==> src/rtl/exu_wb.sv <==
// exu_wb -- execute-unit write-back stage.
//
// Takes one retiring instruction at a time over in_valid/in_ready and
// produces a single registered GPR write pulse plus a retire strobe.
// The destination value is the ALU result, the immediate, or a load
// response that is aligned and sign/zero-extended here.
//
// Ports:
//   clk, rst            clock, asynchronous active-low reset
//   in_valid/in_ready   instruction handshake (ready only when idle)
//   in_src_sel          0 none, 1 ALU, 2 immediate, 3 memory load
//   in_rd               destination register index
//   in_alu_result       ALU output
//   in_imm              decoded immediate
//   in_ld_size          0 byte, 1 half, 2 word, 3 double
//   in_ld_unsigned      1 zero-extend, 0 sign-extend
//   in_addr_lo          low bits of the load address
//   mem_r_valid/data    load response (single-cycle pulse)
//   gpr_w_en/addr/data  registered GPR write port
//   wb_done             registered retire pulse
module exu_wb #(
  parameter int XLEN       = 32,
  parameter int REG_ADDR_W = 5
) (
  input  logic                  clk,
  input  logic                  rst,
  input  logic                  in_valid,
  output logic                  in_ready,
  input  logic [1:0]            in_src_sel,
  input  logic [REG_ADDR_W-1:0] in_rd,
  input  logic [XLEN-1:0]       in_alu_result,
  input  logic [XLEN-1:0]       in_imm,
  input  logic [1:0]            in_ld_size,
  input  logic                  in_ld_unsigned,
  input  logic [2:0]            in_addr_lo,
  input  logic                  mem_r_valid,
  input  logic [XLEN-1:0]       mem_r_data,
  output logic                  gpr_w_en,
  output logic [REG_ADDR_W-1:0] gpr_w_addr,
  output logic [XLEN-1:0]       gpr_w_data,
  output logic                  wb_done
);

  typedef enum logic [1:0] {
    IDLE     = 2'd0,
    WAIT_MEM = 2'd1,
    COMMIT   = 2'd2
  } state_e;

  state_e                  state_q, state_d;
  logic [REG_ADDR_W-1:0]   rd_q, rd_d;
  logic [1:0]              ld_size_q, ld_size_d;
  logic                    ld_uns_q, ld_uns_d;
  logic [2:0]              addr_lo_q, addr_lo_d;
  logic                    gpr_w_en_q, gpr_w_en_d;
  logic [REG_ADDR_W-1:0]   gpr_w_addr_q, gpr_w_addr_d;
  logic [XLEN-1:0]         gpr_w_data_q, gpr_w_data_d;
  logic                    wb_done_q, wb_done_d;
  logic [XLEN-1:0]         ld_fmt_s;

  // Align and extend a naturally aligned load word. Sign/zero extension
  // is done with a keep-mask so the same code serves both XLEN values;
  // for a full-width access the mask is all ones and extension vanishes.
  function automatic logic [XLEN-1:0] fmt_load(
    input logic [XLEN-1:0] data,
    input logic [1:0]      size,
    input logic            uns,
    input logic [2:0]      addr_lo
  );
    logic [1:0]      sz;
    logic [2:0]      off;
    logic [XLEN-1:0] sh;
    logic [XLEN-1:0] keep;
    logic            sbit;
    if (XLEN == 32 && size == 2'd3) begin
      sz = 2'd2;
    end else begin
      sz = size;
    end
    off = addr_lo;
    if (XLEN == 32) begin
      off[2] = 1'b0;
    end else begin
      off[2] = addr_lo[2];
    end
    case (sz)
      2'd0:    off = off;
      2'd1:    off[0] = 1'b0;
      2'd2:    off[1:0] = 2'b00;
      default: off = 3'd0;
    endcase
    sh = data >> {off, 3'b000};
    case (sz)
      2'd0: begin
        keep = XLEN'(8'hFF);
        sbit = sh[7];
      end
      2'd1: begin
        keep = XLEN'(16'hFFFF);
        sbit = sh[15];
      end
      2'd2: begin
        keep = XLEN'(32'hFFFF_FFFF);
        sbit = sh[31];
      end
      default: begin
        keep = '1;
        sbit = sh[XLEN-1];
      end
    endcase
    return (sh & keep) | ((!uns && sbit) ? ~keep : '0);
  endfunction

  assign ld_fmt_s = fmt_load(mem_r_data, ld_size_q, ld_uns_q, addr_lo_q);

  // Next-state and next-output decode; outputs are pre-computed on the
  // transition into COMMIT so that they are registered during COMMIT.
  always_comb begin
    state_d      = state_q;
    rd_d         = rd_q;
    ld_size_d    = ld_size_q;
    ld_uns_d     = ld_uns_q;
    addr_lo_d    = addr_lo_q;
    gpr_w_en_d   = 1'b0;
    wb_done_d    = 1'b0;
    gpr_w_addr_d = gpr_w_addr_q;
    gpr_w_data_d = gpr_w_data_q;
    case (state_q)
      IDLE: begin
        if (in_valid) begin
          rd_d      = in_rd;
          ld_size_d = in_ld_size;
          ld_uns_d  = in_ld_unsigned;
          addr_lo_d = in_addr_lo;
          if (in_src_sel == 2'd3) begin
            state_d = WAIT_MEM;
          end else begin
            state_d      = COMMIT;
            wb_done_d    = 1'b1;
            gpr_w_addr_d = in_rd;
            gpr_w_en_d   = (in_src_sel != 2'd0) && (in_rd != '0);
            // Data only moves on a real write so no-write retires keep
            // the last committed value on the bus.
            if (gpr_w_en_d) begin
              gpr_w_data_d = (in_src_sel == 2'd2) ? in_imm : in_alu_result;
            end else begin
              gpr_w_data_d = gpr_w_data_q;
            end
          end
        end else begin
          state_d = IDLE;
        end
      end
      WAIT_MEM: begin
        if (mem_r_valid) begin
          state_d      = COMMIT;
          wb_done_d    = 1'b1;
          gpr_w_addr_d = rd_q;
          gpr_w_en_d   = (rd_q != '0);
          if (rd_q != '0) begin
            gpr_w_data_d = ld_fmt_s;
          end else begin
            gpr_w_data_d = gpr_w_data_q;
          end
        end else begin
          state_d = WAIT_MEM;
        end
      end
      COMMIT: begin
        state_d = IDLE;
      end
      default: begin
        state_d = IDLE;
      end
    endcase
  end

  // State, captured attributes and registered outputs.
  always_ff @(posedge clk or negedge rst) begin
    if (!rst) begin
      state_q      <= IDLE;
      rd_q         <= '0;
      ld_size_q    <= 2'd0;
      ld_uns_q     <= 1'b0;
      addr_lo_q    <= 3'd0;
      gpr_w_en_q   <= 1'b0;
      gpr_w_addr_q <= '0;
      gpr_w_data_q <= '0;
      wb_done_q    <= 1'b0;
    end else begin
      state_q      <= state_d;
      rd_q         <= rd_d;
      ld_size_q    <= ld_size_d;
      ld_uns_q     <= ld_uns_d;
      addr_lo_q    <= addr_lo_d;
      gpr_w_en_q   <= gpr_w_en_d;
      gpr_w_addr_q <= gpr_w_addr_d;
      gpr_w_data_q <= gpr_w_data_d;
      wb_done_q    <= wb_done_d;
    end
  end

  assign in_ready   = (state_q == IDLE);
  assign gpr_w_en   = gpr_w_en_q;
  assign gpr_w_addr = gpr_w_addr_q;
  assign gpr_w_data = gpr_w_data_q;
  assign wb_done    = wb_done_q;

endmodule

==> config.mk <==
export PLATFORM = sky130hd
export DESIGN_NAME = exu_wb
export DESIGN_NICKNAME = d
export VERILOG_FILES = /design/src/rtl/exu_wb.sv
export SDC_FILE = /design/constraint.sdc
export NUM_CORES = 1
export LEC_CHECK = 0
export CAP_MARGIN = 20
export CORE_MARGIN = 2
export CORE_UTILIZATION = 45
export DETAILED_ROUTE_END_ITERATION = 7
export DONT_BUFFER_PORTS = 1
export PLACE_DENSITY_LB_ADDON = 0.25
export SLEW_MARGIN = 20
export SYNTH_ARGS = -nofsm -noshare
export SYNTH_HDL_FRONTEND = slang
export SYNTH_SLANG_ARGS = --single-unit
==> constraint.sdc <==
create_clock -name clk -period 2.1 [get_ports clk]
set_clock_uncertainty 0.1 [all_clocks]
set_input_delay 0.21 -clock clk [delete_from_list [all_inputs] [get_ports clk]]
set_output_delay 0.21 -clock clk [all_outputs]
set_load 0.05 [all_outputs]
==> qor.yml, run 1 <==
outcome:
  status: "complete, no violations"
critical_path:
  required_ps: 2190
  critPathKind: "reg2reg"
  critPathLaunchType: "register"
  worst-path-max-fanout: 14
  crit_arrival_ps: 2180
  endpoint_kind: "register"
timing:
  hold_viol_final: 0
  worst_pin_slew_ps: 507
  clock.fmax_mhz: 477
  post-route-period-util: 0.998
  rsz0062_at_grt: "true"
  finalSetupViolations: 0
  slew_headroom: 0.662
  fin_crit_ps: 2100
  drv_slew: 0
yosys:
  yosys.area.top_type: "dfrtp_1"
  netlist.area_leader.share: 0.390
  synth.avg_cell_area_um2: 10.1
  synthCells: 318
  ys_ff_latch: 50
  ys_warn_count: 0
  yosys-top-cells-area: "dfrtp_1 39%, mux2i_1 9.7%, mux2_2 5.6%"
  synthDistinctLibCells: 41
  yosysSeqAreaShare: 0.390
  syn-cell-area_um2: 3210
  synth_nets: 431
routing:
  antenna_left: 0
  via_per_inst: 6.21
  via_count: 2681
  first_pass_iters: 4
  wl_per_cell_um: 21.1
  drt_iter0_markers: 268
  route.detailed.drc: 0
  wl_um: 9120
global_routing:
  gr-usage-met1: 0.315
  grtUsageTotal: 0.240
  grt_overflow: 0
  use_met3: 0.0765
  antenna_found_initial: 0
  use_met2: 0.387
  grt_pass1_vias: 2670
  grt_pass1_wl_um: 14400
  grt.busiest_layer: "met2"
  grt_max_degree: 51
die:
  die_y_um: 88.4
  floorplan.initialDensity: 0.469
  boundaryPins: 153
  num_rows: 30
  dieArea_um2: 7820
  coreArea_um2: 6830
  fp.dieW_um: 88.4
finish:
  fillers: 658
  drive_above_1_share: 0.208
  antennaDiodeCount: 0
  multiInputGateArea_um2: 1810
  area_growth_pct: 15.0
  post-route-cell-area_um2: 3690
  seq_area_um2: 1250
  nets: 448
cts:
  clk_latency_ps: 310
  clk_pin_slew_worst_paths_ps: 100
  numCtsBuffers: 5
  ctsHtreeMaxLevel: 2
  cts.sinks: 50
  cts_root_buf: "clkbuf_8"
  clockBufferDepth: 2
  tritoncts: "done"
placement:
  place.port_buffers: 0
  hpwl_um: 6850
  gp_congestion: 0.815
  post_dp_cell_area_um2: 3420
job:
  max_cap_violations: 0
hold_path:
  hp-class: "in2reg"
power_and_ir_drop:
  ir_drop_uv: 538
  p_leak_nw: 1.58
  p_total_mw: 4.27
  p_per_area_nw_per_um2: 1160
-- metrics by stage --
step	hold slack [ps]	setup TNS (ps)	setup WS, ps	utilization	instances
5_1_grt	16.3	-912	-86.1	0.540	432
3_5_place_dp	-184	-76.3	-28.5	0.501	410
3_3_place_gp	-184	0	19.3	0.501	410
4_1_cts	1.31	-11.4	-5.81	0.537	432
2_1_floorplan	-186	0	105	-	318
6_report	2.74	0	4.87	0.540	432
-- cells in the mapped netlist --
library cell and instances:
clkbuf_1 15, a22oi_2 1, a21o_1 1, nor2_1 9, a221oi_1 7, buf_2 5, nor3b_2 1, nand2_1 22
and3_1 16, dfrtp_1 50, xor2_1 1, nor4bb_1 1, nor2b_1 12, or3_1 1, o211ai_4 2, o211ai_1 7
buf_1 1, o21ai_0 20, a22oi_1 8, o21ai_1 7, inv_2 1, inv_1 2, o21ai_2 5, buf_6 4
a211oi_1 2, buf_4 5, and2_1 1, o221a_2 1, mux2i_1 31, a221o_1 16, mux2_2 16, a311oi_1 7
a211o_1 1, a21oi_1 15, or3b_2 1, nand2b_1 3, or4_4 2, o2111ai_1 1, a22o_1 15, nand4b_1 1
nand3_1 1
-- area by class of cell --
cell class	count	share of cell area
clock inverter	3	0.00577
tap	96	0.0326
sequential	50	0.340
clock buffer	5	0.0187
timing repair buffer	40	0.110
multi-input combinational	235	0.490
inverter	3	0.00305
-- worst paths after layout --
path | cells past startpoint | slack (ps) | to | from
worst max-delay path | 6 | 5 | gpr_w_data[30] | rd_q[0]
worst min-delay path | 2 | 3 | gpr_w_addr[3] | in_rd[3]
worst max register to register | 6 | 5 | gpr_w_data[30] | rd_q[0]
worst min register to register | 1 | 450 | ld_uns_q | ld_uns_q
max in group asynchronous | 2 | 1310 | state_q[1] | rst
min in group asynchronous | 2 | 370 | gpr_w_data[14] | rst
-- where the power goes --
group / internal (mW) / switching [mW]
logic: 0.556 / 0.551
clock network: 0.235 / 0.346
registers: 1.28 / 1.30
total: 2.07 / 2.20
-- layout by cell type (no fill, tap or decap), types with 2 or more instances in the layout --
cell type | synthesis | layout
a211oi_1 | 2 | 2
a21oi_1 | 15 | 15
a221o_1 | 16 | 16
a221oi_1 | 7 | 6
a22o_1 | 15 | 15
a22oi_1 | 8 | 8
a311oi_1 | 7 | 6
and3_1 | 16 | 16
buf_12 | 0 | 4
buf_4 | 5 | 21
clkbuf_8 | 0 | 5
dfrtp_1 | 50 | 49
dlygate4sd3_1 | 0 | 13
inv_1 | 2 | 2
mux2_2 | 16 | 16
mux2i_1 | 31 | 31
nand2_1 | 22 | 22
nand2b_1 | 3 | 3
nor2_1 | 9 | 9
nor2b_1 | 12 | 10
o211ai_1 | 7 | 7
o211ai_4 | 2 | 2
o21ai_0 | 20 | 16
o21ai_1 | 7 | 11
o21ai_2 | 5 | 5
or4_4 | 2 | 2
-- logic make-up (layout without fill, tap and decap cells) --
group | after synthesis | after routing | share of synthesized area
buffers and inverters | 33 | 51 | 0.0558
AO/OA/AOI/OAI | 116 | 116 | 0.277
XOR/XNOR | 1 | 1 | 0.00273
multiplexers | 47 | 47 | 0.153
AND/OR/NAND/NOR | 71 | 71 | 0.122
flip-flops | 50 | 50 | 0.390
-- registers in the layout, summed over array words and instances, names as in the netlist --
name        cells
gpr_w_en        1
rd_q            5
addr_lo_q       2
ld_size_q       2
gpr_w_data     32
ld_uns_q        1
gpr_w_addr      5
state_q         2
-- worst max-delay path, cell delays in order, from the launching register on --
cell and delay, ps:
dfrtp_1 400, or4_4 550, o211ai_4 240, buf_12 180, o21ai_2 60, and3_1 180, a221o_1 270
-- timing repair --
action / in CTS / in global routing
buffers inserted: 0 / 0
hold buffers: 14 / 0
endpoints found under the hold margin: 61 / 0
gates resized for setup: 4 / 4
setup endpoints to repair: 7 / 17
-- per-layer routing --
| layer | vias up | wire length, µm |
|---|---|---|
| li1 | 1258 | - |
| met1 | 1263 | 3600 |
| met2 | 145 | 4460 |
| met3 | 15 | 957 |
| met4 | 0 | 114 |
| met5 | - | 0 |
(Power assumes the default switching activity.)
==> run 2, diff against run 1 <==
- MAX_ROUTING_LAYER: not set -> met4
==> qor.yml, run 2 (synthesis results as in run 1) <==
die:
  boundaryPins: 153
  fp.dieW_um: 88.4
  dieArea_um2: 7820
  die_y_um: 88.4
  num_rows: 30
  floorplan.initialDensity: 0.469
  coreArea_um2: 6830
timing:
  rsz0062_at_grt: "true"
  slew_headroom: 0.668
  fin_ws_ps: 2.69
  worst_pin_slew_ps: 498
  hold_viol_final: 0
  hold_ws_ps: 3.54
  finalSetupViolations: 0
  clock.fmax_mhz: 477
  fin_crit_ps: 2100
  drv_slew: 0
  post-route-period-util: 0.999
finish:
  drive_above_1_share: 0.208
  final_common_cell: "dfrtp_1"
  largest_register_ff_count: 32
  final_cell_mix: "49 x dfrtp_1, 31 x mux2i_1, 22 x nand2_1, 21 x buf_4"
  antennaDiodeCount: 0
  nets: 448
  area_growth_pct: 15.0
critical_path:
  required_ps: 2190
  worst-path-max-fanout: 10
  crit_arrival_ps: 2190
  critPathLaunchType: "register"
  endpoint_kind: "register"
  critPathKind: "reg2reg"
placement:
  place.port_buffers: 0
  hpwl_um: 6850
  gp_congestion: 0.827
  pre_cts_ws_ps: -28.5
global_routing:
  grt_pass1_vias: 2680
  grt_overflow: 0
  grt_pass1_wl_um: 14400
  grtUsageTotal: 0.248
  grt_max_degree: 51
  antenna_found_initial: 0
cts:
  cts.sinks: 50
  tritoncts: "done"
  postCtsSetupBuffers: 0
  clk_pin_slew_worst_paths_ps: 100
  clockBufferDepth: 2
  cts_root_buf: "clkbuf_8"
  ctsHtreeMaxLevel: 2
  clk_latency_ps: 310
  numCtsBuffers: 5
hold_path:
  hp-class: "in2reg"
job:
  max_cap_violations: 0
routing:
  route.detailed.drc: 0
  via_per_inst: 6.12
  routed-wl-met3_um: 862
  wirelength_met1_um: 3790
  top_layer_used: "met4"
  wl_um: 9180
  via_count: 2643
  wl_per_cell_um: 21.2
  first_pass_iters: 4
  met2WireLength_um: 4420
  antenna_left: 0
  drt_iter0_markers: 289
power_and_ir_drop:
  seqPwrFrac: 0.604
  p_total_mw: 4.26
  p_leak_nw: 1.58
  p_switching_mw: 2.20
  combPwrFrac: 0.259
  ir_drop_uv: 542
  p_int_mw: 2.07
  p_sw_frac: 0.515
  clkPwrFrac: 0.136
  p_per_area_nw_per_um2: 1160
outcome:
  status: "complete, no violations"
run 2: cell counts in the layout (fill, tap and decap cells not counted):
No cell type changed its count.
run 2: timing repair:
action,4_1_cts,5_1_grt
hold buffers,14,0
resized for setup,4,4
endpoints found under the hold margin,61,0
endpoints found under the setup margin,7,17
run 2: worst max-delay path: stages (launching register included):
cell	delay, ps
dfrtp_1	400
or4_4	550
o211ai_4	240
buf_4	200
o21ai_2	70
and3_1	170
a221o_1	250
run 2: cell type report:
type / count / area [µm²]
inverter: 3 / 11.3
clock inverter: 3 / 21.3
clock buffer: 5 / 68.8
multi-input combinational: 235 / 1810
timing repair buffer: 40 / 407
tap: 96 / 120
fill: 658 / 3140
sequential: 50 / 1250
run 2: metrics by stage:
step | util | cells | area, µm² | setup TNS, ps
3_5_place_dp | 0.501 | 410 | 3420 | -76.3
4_1_cts | 0.537 | 432 | 3670 | -11.4
3_3_place_gp | 0.501 | 410 | 3420 | 0
5_1_grt | 0.540 | 432 | 3690 | -912
2_1_floorplan | - | 318 | 3220 | 0
6_report | 0.540 | 432 | 3690 | 0
run 2: power groups by stage:
stage | clock (mW) | combinational [mW] | sequential [mW]
2_1_floorplan | 0 | 0.807 | 2.52
3_3_place_gp | 0 | 1.02 | 2.59
3_5_place_dp | 0 | 1.05 | 2.61
4_1_cts | 0.598 | 1.09 | 2.58
5_1_grt | 0.630 | 1.22 | 2.63
6_report | 0.581 | 1.11 | 2.58
run 2: final timing paths:
| check | startpoint | end | slack (ps) | cells past startpoint |
|---|---|---|---|---|
| min | in_rd[3] | gpr_w_addr[3] | 4 | 2 |
| min reg2reg | ld_uns_q | ld_uns_q | 450 | 1 |
| max in group asynchronous | rst | gpr_w_data[16] | 1300 | 2 |
| min in group asynchronous | rst | state_q[0] | 360 | 2 |
| max | rd_q[0] | gpr_w_data[23] | 3 | 6 |
| max reg2reg | rd_q[0] | gpr_w_data[23] | 3 | 6 |
run 2: layer usage:
metal	global-route usage	vias up
li1	-	1262
met3	0.0756	10
met4	0.0620	0
met1	0.315	1258
met2	0.388	113
met5	-	-
==> run 3, diff against run 2 <==
- ABC_CLOCK_PERIOD_IN_PS: not set -> 2100
==> results of run 3 <==
Final layout, timing and power as in run 2 (identical DEF).
